$ cat src/rtl/sw_test_status_pkg.sv
// rtl/sw_test_status_pkg.sv - test-status codes, field widths and transition rules
package sw_test_status_pkg;

  localparam int StatusIdxW = 8;
  localparam int StatusCntW = 8;

  typedef enum logic [15:0] {
    ST_UNDEF   = 16'h0000,
    ST_BOOTROM = 16'hb090,
    ST_BOOTED  = 16'hb004,
    ST_IN_TEST = 16'h4354,
    ST_IN_WFI  = 16'h1d1e,
    ST_PASSED  = 16'h900d,
    ST_FAILED  = 16'hbaad
  } sw_test_status_e;

  // Rewriting the current code is accepted so that index and count still advance.
  function automatic logic is_legal_transition(sw_test_status_e cur, logic [15:0] nxt);
    logic ok;
    ok = 1'b0;
    if (cur == ST_PASSED || cur == ST_FAILED) begin
      ok = 1'b0;
    end else if (nxt == cur || nxt == ST_FAILED) begin
      ok = 1'b1;
    end else begin
      case (cur)
        ST_UNDEF:   ok = (nxt == ST_BOOTROM);
        ST_BOOTROM: ok = (nxt == ST_BOOTED);
        ST_BOOTED:  ok = (nxt == ST_IN_TEST);
        ST_IN_TEST: ok = (nxt == ST_IN_WFI) || (nxt == ST_PASSED);
        ST_IN_WFI:  ok = (nxt == ST_IN_TEST);
        default:    ok = 1'b0;
      endcase
    end
    return ok;
  endfunction

endpackage

$ cat src/rtl/sw_test_status_rr_arb.sv
// rtl/sw_test_status_rr_arb.sv - round-robin single-grant arbiter with rotating pointer
module sw_test_status_rr_arb #(
  parameter int N = 4
) (
  input  logic                 clk,
  input  logic                 rst_n,
  input  logic [N-1:0]         req,
  output logic [N-1:0]         gnt,
  output logic [$clog2(N)-1:0] gnt_idx,
  output logic                 gnt_valid
);

  localparam int PtrW = $clog2(N);

  logic [PtrW-1:0] ptr_q;
  logic [PtrW-1:0] cand;

  // Walk the requesters starting at the pointer; the first active one wins.
  always_comb begin
    gnt       = '0;
    gnt_idx   = '0;
    gnt_valid = 1'b0;
    cand      = ptr_q;
    for (int i = 0; i < N; i++) begin
      if (!gnt_valid && req[cand]) begin
        gnt_valid = 1'b1;
        gnt_idx   = cand;
      end
      cand = (cand == PtrW'(N - 1)) ? '0 : cand + 1'b1;
    end
    if (gnt_valid) gnt[gnt_idx] = 1'b1;
  end

  always_ff @(posedge clk or negedge rst_n) begin
    if (!rst_n) begin
      ptr_q <= '0;
    end else if (gnt_valid) begin
      ptr_q <= (gnt_idx == PtrW'(N - 1)) ? '0 : gnt_idx + 1'b1;
    end
  end

endmodule

$ cat src/rtl/sw_test_status_ctrl.sv
// rtl/sw_test_status_ctrl.sv - arbitrated, sequence-checked software test-status word
module sw_test_status_ctrl
  import sw_test_status_pkg::*;
#(
  parameter int          NumReq        = 4,
  parameter int unsigned TimeoutCycles = 32'd100000
) (
  input  logic                 clk_i,
  input  logic                 rst_ni,
  input  logic [NumReq-1:0]    req_i,
  input  logic [NumReq*16-1:0] code_i,
  output logic [NumReq-1:0]    gnt_o,
  output logic [31:0]          status_o,
  output logic                 passed_o,
  output logic                 failed_o,
  output logic                 timeout_o,
  output logic                 illegal_o
);

  localparam int IdxW = $clog2(NumReq);

  logic [IdxW-1:0]       gnt_idx;
  logic                  gnt_valid;
  logic [15:0]           wr_code;
  logic                  accept;
  logic                  running;
  logic                  expire;

  sw_test_status_e       state_q, state_d;
  logic [StatusIdxW-1:0] idx_q, idx_d;
  logic [StatusCntW-1:0] cnt_q, cnt_d;
  logic [31:0]           tmo_q, tmo_d;
  logic                  passed_q, failed_q, timeout_q, illegal_q;
  logic                  timeout_d;

  sw_test_status_rr_arb #(.N(NumReq)) u_arb (
    .clk       (clk_i),
    .rst_n     (rst_ni),
    .req       (req_i),
    .gnt       (gnt_o),
    .gnt_idx   (gnt_idx),
    .gnt_valid (gnt_valid)
  );

  always_comb begin
    wr_code = '0;
    for (int k = 0; k < NumReq; k++) begin
      if (gnt_o[k]) wr_code = code_i[16*k +: 16];
    end
  end

  assign accept  = gnt_valid && is_legal_transition(state_q, wr_code);
  assign running = (state_q == ST_IN_TEST) || (state_q == ST_IN_WFI);
  // An accepted write on the expiry cycle takes priority over the timeout.
  assign expire  = (TimeoutCycles != 0) && running && !accept &&
                   (tmo_q == 32'(TimeoutCycles - 1));

  always_comb begin
    state_d   = state_q;
    idx_d     = idx_q;
    cnt_d     = cnt_q;
    tmo_d     = '0;
    timeout_d = timeout_q;
    if (accept) begin
      state_d = sw_test_status_e'(wr_code);
      idx_d   = StatusIdxW'(gnt_idx);
      cnt_d   = (cnt_q == '1) ? cnt_q : cnt_q + 1'b1;
    end else if (expire) begin
      state_d   = ST_FAILED;
      timeout_d = 1'b1;
    end else if (running) begin
      tmo_d = tmo_q + 1'b1;
    end
  end

  always_ff @(posedge clk_i or negedge rst_ni) begin
    if (!rst_ni) begin
      state_q   <= ST_UNDEF;
      idx_q     <= '0;
      cnt_q     <= '0;
      tmo_q     <= '0;
      passed_q  <= 1'b0;
      failed_q  <= 1'b0;
      timeout_q <= 1'b0;
      illegal_q <= 1'b0;
    end else begin
      state_q   <= state_d;
      idx_q     <= idx_d;
      cnt_q     <= cnt_d;
      tmo_q     <= tmo_d;
      passed_q  <= passed_q | (state_d == ST_PASSED);
      failed_q  <= failed_q | (state_d == ST_FAILED);
      timeout_q <= timeout_d;
      illegal_q <= gnt_valid && !accept;
    end
  end

  assign status_o  = {cnt_q, idx_q, state_q};
  assign passed_o  = passed_q;
  assign failed_o  = failed_q;
  assign timeout_o = timeout_q;
  assign illegal_o = illegal_q;

endmodule

$ cat config.mk
export PLATFORM = sky130hd
export DESIGN_NAME = sw_test_status_ctrl
export DESIGN_NICKNAME = d
export VERILOG_FILES = /design/src/rtl/sw_test_status_pkg.sv /design/src/rtl/sw_test_status_rr_arb.sv /design/src/rtl/sw_test_status_ctrl.sv
export SDC_FILE = /design/constraint.sdc
export NUM_CORES = 1
export LEC_CHECK = 0
export ABC_CLOCK_PERIOD_IN_PS = 6900
export BUFFER_PORTS_ARGS = -buffer_cell sky130_fd_sc_hd__buf_2
export CORE_MARGIN = 1.5
export CORE_UTILIZATION = 42
export DETAILED_ROUTE_END_ITERATION = 7
export PLACE_DENSITY = 0.61
export SLEW_MARGIN = 10
export SYNTH_ARGS = -nofsm -noshare
export SYNTH_HDL_FRONTEND = slang
export SYNTH_SLANG_ARGS = --single-unit
$ cat constraint.sdc
create_clock -name clk_i -period 6.9 [get_ports clk_i]
set_input_delay 0.69 -clock clk_i [delete_from_list [all_inputs] [get_ports clk_i]]
set_output_delay 0.69 -clock clk_i [all_outputs]
set_load 0.05 [all_outputs]
==> results.py, run 1 <==
metrics = {
    "run_status": {
        "status": "finished clean",
    },
    "clock_network": {
        "cts_buffers": 9,
        "clk_transition_reported_paths_ps": 50,
        "insertion_delay_ps": 330,
        "cts_tree": "done",
        "cts-root-buf": "clkbuf_16",
        "cts_setup_buffers": 0,
        "cts_htree_levels": 3,
        "clockBufferDepth": 2,
        "clock-sinks": 64,
        "hold_buffers": 0,
        "ctsResizeCount": 0,
    },
    "synth": {
        "yosysTopAreaCellShare": 0.3081,
        "synth-edff-count": 0,
        "syn_area_um2": 5199,
        "ys.flop_type": "dfrtp_1",
        "synthArstFlopShare": 1.000,
        "synth_area_leaders": "dfrtp_1 (31%), o21ai_0 (4.7%), nor2_1 (4.6%), nand2_1 (4.0%), xor2_1 (4.0%)",
        "ys_seq_area_frac": 0.3081,
        "synth_cells": 634,
        "synth_commonest_cells": "dfrtp_1 (64), nor2_1 (64), nand2_1 (56)",
        "synth-seq-cells": 64,
        "syn_avg_cell_area_um2": 8.200,
        "yosysTopAreaCell": "dfrtp_1",
        "yosysUniqueCellTypes": 77,
        "yosys_warnings": 0,
    },
    "sta": {
        "rsz0062_at_grt": "false",
        "finClkSkew_ps": 5.367,
        "min_period_over_period": 0.8882,
        "setup_viol": 0,
        "fin_crit_ps": 6129,
        "worst_pin_slew_ps": 1038,
        "setup_tns_ps": 0,
        "report.final.slew_viol_count": 0,
        "hold_viol_final": 0,
        "fmax_mhz": 163.2,
        "maxSlewHeadroom": 0.3078,
    },
    "routing": {
        "drt_wl_total_um": 17100,
        "vias": 5361,
        "wl_met3_um": 941,
        "vias_per_cell": 6.017,
        "firstDrtPassIters": 5,
        "routed.top_layer": "met4",
        "met2WireLength_um": 8267,
        "wire_per_inst_um": 19.19,
        "wl_met1_um": 7510,
        "drc_errors": 0,
        "ant_nets": 0,
        "drtIter0Drc": 417,
    },
    "setup_path": {
        "path_class": "register to register",
        "r2r-start": "u_arb.ptr_q[0]",
        "cp.required_ps": 7110,
        "setup.worst_path.start": "u_arb.ptr_q[0]",
        "crit_family": "compound AO/OA/AOI/OAI gates",
        "cp.arrival_ps": 6340,
        "cp.depth": 18,
        "crit_chain": "ha_1 -> mux2i_1 -> nor2_1 -> a22oi_1 -> buf_4 -> nand2_2 -> inv_2 -> ha_1 -> o21a_1 -> nand2_1 -> o21ai_0 -> nand3_1 -> a2111oi_0 -> a31oi_1 -> o21a_1 -> or3b_1 -> nand2_2 -> mux2_4",
        "timing.rr.end": "state_q[6]",
        "cp_max_fo": 20,
        "critPathBufInv": 2,
        "slowest_delay_ps": 700,
        "ff2ff_setup_slack_ps": 770,
        "worstSetupStartpointType": "register",
        "crit_end": "state_q[6]",
        "slowest_stage": "a2111oi_0",
        "end_kind": "register",
        "rr_worst_depth": 18,
    },
    "global_route": {
        "grtUsageTotal": 0.2698,
        "gr-total-overflow": 0,
        "antenna_found_initial": 0,
        "grt_max_degree": 65,
        "grt_pass1_vias": 5202,
        "grt_pass1_wl_um": 27480,
    },
    "floorplanning": {
        "core_area_um2": 12060,
        "die_width_um": 114.3,
        "num_io_pins": 110,
        "initial_core_util": 0.4310,
        "die_area_um2": 13050,
        "die_h_um": 114.3,
        "rows": 40,
    },
    "place": {
        "placed_area_um2": 5778,
        "gp_congestion": 0.9660,
        "port_buffers": 103,
        "hpwl_um": 12730,
    },
    "hold_path": {
        "worstHoldPathCells": 1,
        "hp-class": "register to register",
    },
    "pwr": {
        "ir_drop_uv": 231.2,
        "power_density_nw_per_um2": 434.8,
        "p_leak_nw": 2.587,
    },
    "final_layout": {
        "layout.nets": 793,
        "drive_gt1_frac": 0.2116,
        "n_antenna_cell": 0,
        "syn_to_final_growth_pct": 16.97,
        "design_area_um2": 6081,
    },
    "job": {
        "maxCapViolations": 0,
    },
}
## layout by cell type, fill, tap and decap left out, types with 5 or more instances in the layout
cell | netlist | final
nor2_1 | 64 | 64
o21ai_0 | 49 | 49
xor2_1 | 24 | 24
nand2_1 | 56 | 56
o31ai_1 | 6 | 6
nand3_1 | 33 | 33
and4_1 | 7 | 7
or2_2 | 5 | 5
o2111ai_1 | 7 | 7
and2_1 | 5 | 5
conb_1 | 1 | 6
a21oi_1 | 22 | 22
o211ai_1 | 6 | 6
dfrtp_1 | 64 | 64
nand4b_1 | 7 | 7
buf_4 | 6 | 10
nor3_1 | 28 | 28
and3_1 | 12 | 12
a31oi_1 | 5 | 5
nand4_1 | 23 | 23
nor4_1 | 10 | 10
inv_1 | 9 | 9
buf_2 | 15 | 103
xnor2_1 | 23 | 23
nand3b_1 | 7 | 7
clkbuf_16 | 0 | 9
a211oi_1 | 5 | 5
or3_1 | 5 | 5
mux2i_1 | 20 | 20
## how the worst min path moves through the flow
| stage | slack [ps] | end | from |
|---|---|---|---|
| 2_1_floorplan | 390 | cnt_q[0] | rst_ni |
| 3_3_place_gp | 460 | timeout_o | timeout_o |
| 3_5_place_dp | 470 | timeout_o | timeout_o |
| 4_1_cts | 480 | timeout_o | timeout_o |
| 5_1_grt | 500 | timeout_o | timeout_o |
| 6_report | 470 | timeout_o | timeout_o |
## where the power goes
group	total (W)	switching (W)	internal, W
Clock	0.000466	0.000154	0.000313
Combinational	0.00177	0.00119	0.000582
Sequential	0.000406	0.0000210	0.000385
Total	0.00264	0.00136	0.00128
## through the flow
| stage | power (W) | hold WS (ps) | utilization | instances | setup WS (ps) |
|---|---|---|---|---|---|
| floorplan | 0.001686 | 394.4 | - | 639 | 1618 |
| global placement | 0.002133 | 464.0 | 0.4790 | 876 | 991.2 |
| detailed placement | 0.002131 | 465.5 | 0.4790 | 876 | 871.8 |
| CTS | 0.002611 | 476.5 | 0.5041 | 891 | 871.6 |
| global route | 0.002789 | 496.5 | 0.5041 | 891 | 325.5 |
| finish | 0.002644 | 468.9 | 0.5041 | 891 | 771.4 |
## flip-flops by register name, indices dropped and copies added, names as in the netlist
| register | cells |
|---|---|
| u_arb.ptr_q | 2 |
| failed_o | 1 |
| timeout_o | 1 |
| idx_q | 2 |
| passed_o | 1 |
| tmo_q | 32 |
| cnt_q | 8 |
| illegal_o | 1 |
| state_q | 16 |
## cell families (layout without fill, tap and decap cells)
family / after synthesis / after routing / share of synthesized area
and+or+nand+nor: 288 / 288 / 0.2960
other: 1 / 6 / 0.0007213
buffers and inverters: 54 / 138 / 0.05415
AOI/OAI and AO/OA: 148 / 148 / 0.1949
muxes: 28 / 28 / 0.05728
xor gates and xnor gates: 47 / 47 / 0.07918
adders and majority gates: 4 / 4 / 0.009627
DFF: 64 / 64 / 0.3081
## cell type report
type	instances	area, µm²
tap	168	210.2
inverter	10	37.54
clock buffer	11	232.7
sequential	64	1602
clock inverter	4	70.07
fill	1178	5981
timing repair buffer	113	590.6
multi-input combinational	521	3338
## per-layer routing
metal	vias to the layer above	GRT usage
li1	2515	-
met1	2613	0.3568
met2	201	0.4546
met3	32	0.03970
met4	0	0.08750
met5	-	0
No activity file was read; power rests on OpenSTA's default activity.
==> inputs of run 2 (changes only) <==
--- a/config.mk
+++ b/config.mk
@@ -9,2 +9,3 @@
 export BUFFER_PORTS_ARGS = -buffer_cell sky130_fd_sc_hd__buf_2
+export CORE_ASPECT_RATIO = 1.5
 export CORE_MARGIN = 1.5
--- a/constraint.sdc
+++ b/constraint.sdc
@@ -3,2 +3,2 @@
 set_output_delay 0.69 -clock clk_i [all_outputs]
-set_load 0.05 [all_outputs]
+set_load 0.01 [all_outputs]
==> run 2 against run 1 <==
  * Clock skew rose by 5.0 ps
  * Clock power barely moved
  * Largest cell class unchanged
  * Clock-buffer cell count fell by 1
  * Worst setup slack improved by 76 ps
  * Wire length fell by 3.3%
  * Largest power group unchanged
==> results.py, run 2 (same netlist as run 1, synthesis figures left out) <==
metrics = {
    "sta": {
        "setup_tns_ps": 0,
        "rsz0062_at_grt": "false",
        "min_period_over_period": 0.8772,
        "fin_crit_ps": 6053,
        "maxSlewHeadroom": 0.4117,
        "report.final.slew_viol_count": 0,
        "finClkSkew_ps": 10.39,
        "whs_ps": 454.4,
        "fmax_mhz": 165.2,
        "hold_viol_final": 0,
        "worst_pin_slew_ps": 874.3,
        "setup_viol": 0,
    },
    "pwr": {
        "p_sw_frac": 0.4973,
        "p_leak_nw": 2.579,
        "p_int_w": 0.001261,
        "ir_drop_uv": 307.3,
        "power_switching_w": 0.001247,
        "seq_power_share": 0.162,
        "power_density_nw_per_um2": 413.0,
        "clock_power_share": 0.185,
        "combPwrFrac": 0.653,
    },
    "clock_network": {
        "insertion_delay_ps": 340,
        "clockBufferDepth": 2,
        "cts-root-buf": "clkbuf_16",
        "cts_buffers": 9,
        "clk_transition_reported_paths_ps": 60,
        "cts_tree": "done",
        "hold_buffers": 0,
        "cts_setup_buffers": 0,
        "ctsResizeCount": 0,
        "cts_htree_levels": 3,
        "clock-sinks": 64,
    },
    "global_route": {
        "met1_usage": 0.3061,
        "grt_pass1_wl_um": 26680,
        "grt.met3_usage": 0.03388,
        "gr-total-overflow": 0,
        "grt_pass1_vias": 5225,
        "top_usage_layer": "met2",
        "grtUsageTotal": 0.2579,
        "grt_max_degree": 65,
        "grt_use_met2": 0.4531,
        "antenna_found_initial": 0,
    },
    "place": {
        "hpwl_um": 12790,
        "gp_congestion": 0.9685,
        "port_buffers": 103,
        "place_inst": 862,
    },
    "routing": {
        "drtIter0Drc": 387,
        "drc_errors": 0,
        "wire_per_inst_um": 18.84,
        "firstDrtPassIters": 5,
        "ant_nets": 0,
        "vias_per_cell": 6.106,
        "vias": 5361,
        "drt_wl_total_um": 16540,
    },
    "setup_path": {
        "cp.required_ps": 7120,
        "path_class": "register to register",
        "rr_worst_depth": 18,
        "cp_max_fo": 20,
        "slowest_stage": "dfrtp_1",
        "setup.worst_path.start": "u_arb.ptr_q[0]",
        "crit_end": "state_q[6]",
        "r2r-start": "u_arb.ptr_q[0]",
        "ff2ff_setup_slack_ps": 850,
        "timing.rr.end": "state_q[6]",
        "crit_chain": "ha_1 -> and3b_1 -> o211ai_1 -> a31o_1 -> buf_4 -> nand2_2 -> inv_2 -> ha_1 -> o21a_1 -> nand2_1 -> o31ai_1 -> nor4b_1 -> a31oi_1 -> or4b_1 -> o21a_1 -> or3b_1 -> nand2_2 -> mux2_4",
        "worstSetupStartpointType": "register",
        "slowest_delay_ps": 610,
        "cp.arrival_ps": 6280,
        "end_kind": "register",
    },
    "floorplanning": {
        "die_h_um": 139.3,
        "core_area_um2": 12020,
        "initial_core_util": 0.4326,
        "num_io_pins": 110,
        "die_width_um": 93.84,
        "rows": 49,
        "die_area_um2": 13070,
    },
    "final_layout": {
        "reg_top3": "tmo_q (32), state_q (16), cnt_q (8)",
        "drive_gt1_frac": 0.2166,
        "largest_register_ffs": 32,
        "final_cell_mix": "buf_2 (103), nor2_1 (64), dfrtp_1 (64)",
        "regMostFlops": "tmo_q",
        "layout_commonest_cell": "buf_2",
        "layout.nets": 794,
        "n_antenna_cell": 0,
        "final_cells": 878,
        "n_fill_cell": 1206,
        "syn_to_final_growth_pct": 16.85,
    },
    "job": {
        "maxCapViolations": 0,
    },
    "run_status": {
        "status": "finished clean",
    },
    "hold_path": {
        "hp-class": "register to register",
    },
}
-- run 2: worst min path at each step --
stage          cells after the start        end  slack (ps)  startpoint
3_3_place_gp                       1  timeout_o         450   timeout_o
5_1_grt                            1  timeout_o         490   timeout_o
4_1_cts                            1  timeout_o         460   timeout_o
3_5_place_dp                       1  timeout_o         440   timeout_o
6_report                           1  timeout_o         450   timeout_o
2_1_floorplan                      0   cnt_q[0]         390      rst_ni
-- run 2: area by class of cell --
cell class,count,area (µm²),share of cell area
Multi-Input combinational cell,521,3338,0.5495
Sequential cell,64,1602,0.2636
Timing Repair Buffer,114,598.1,0.09846
Clock buffer,10,239.0,0.03934
Tap cell,153,191.4,0.03151
Clock inverter,6,68.82,0.01133
Inverter,10,37.54,0.006179
-- run 2: through the flow --
step	utilization	area (µm²)	setup slack, ps	total power [W]
after CTS	0.5055	6075	936.2	0.002497
after floorplan	-	5218	1778	0.001601
after global routing	0.5055	6075	313.7	0.002678
after global placement	0.4799	5767	1051	0.002010
after detailed placement	0.4799	5767	937.5	0.002026
final	0.5055	6075	847.2	0.002509
-- run 2: power groups by stage --
stage,clock (W),sequential [W],combinational [W]
global route,0.000492,0.000408,0.00178
CTS,0.000472,0.000405,0.00162
global placement,0,0.000410,0.00160
finish,0.000464,0.000405,0.00164
detailed placement,0,0.000411,0.00162
floorplan,0,0.000402,0.00120
-- run 2: routing by layer --
| layer | up-vias | routed length (µm) |
|---|---|---|
| met1 | 2567 | 6494 |
| met2 | 232 | 8530 |
| met5 | - | 0 |
| met3 | 43 | 925 |
| met4 | 0 | 589 |
| li1 | 2519 | - |
-- run 2: critical path: cells and delay by family, from the launching register on --
kind	cells	cell delay, ps
AOI/OAI and AO/OA	6	1590
buffers and inverters	2	450
muxes	1	410
adders and majority gates	2	690
and+or+nand+nor	7	2180
DFF	1	610
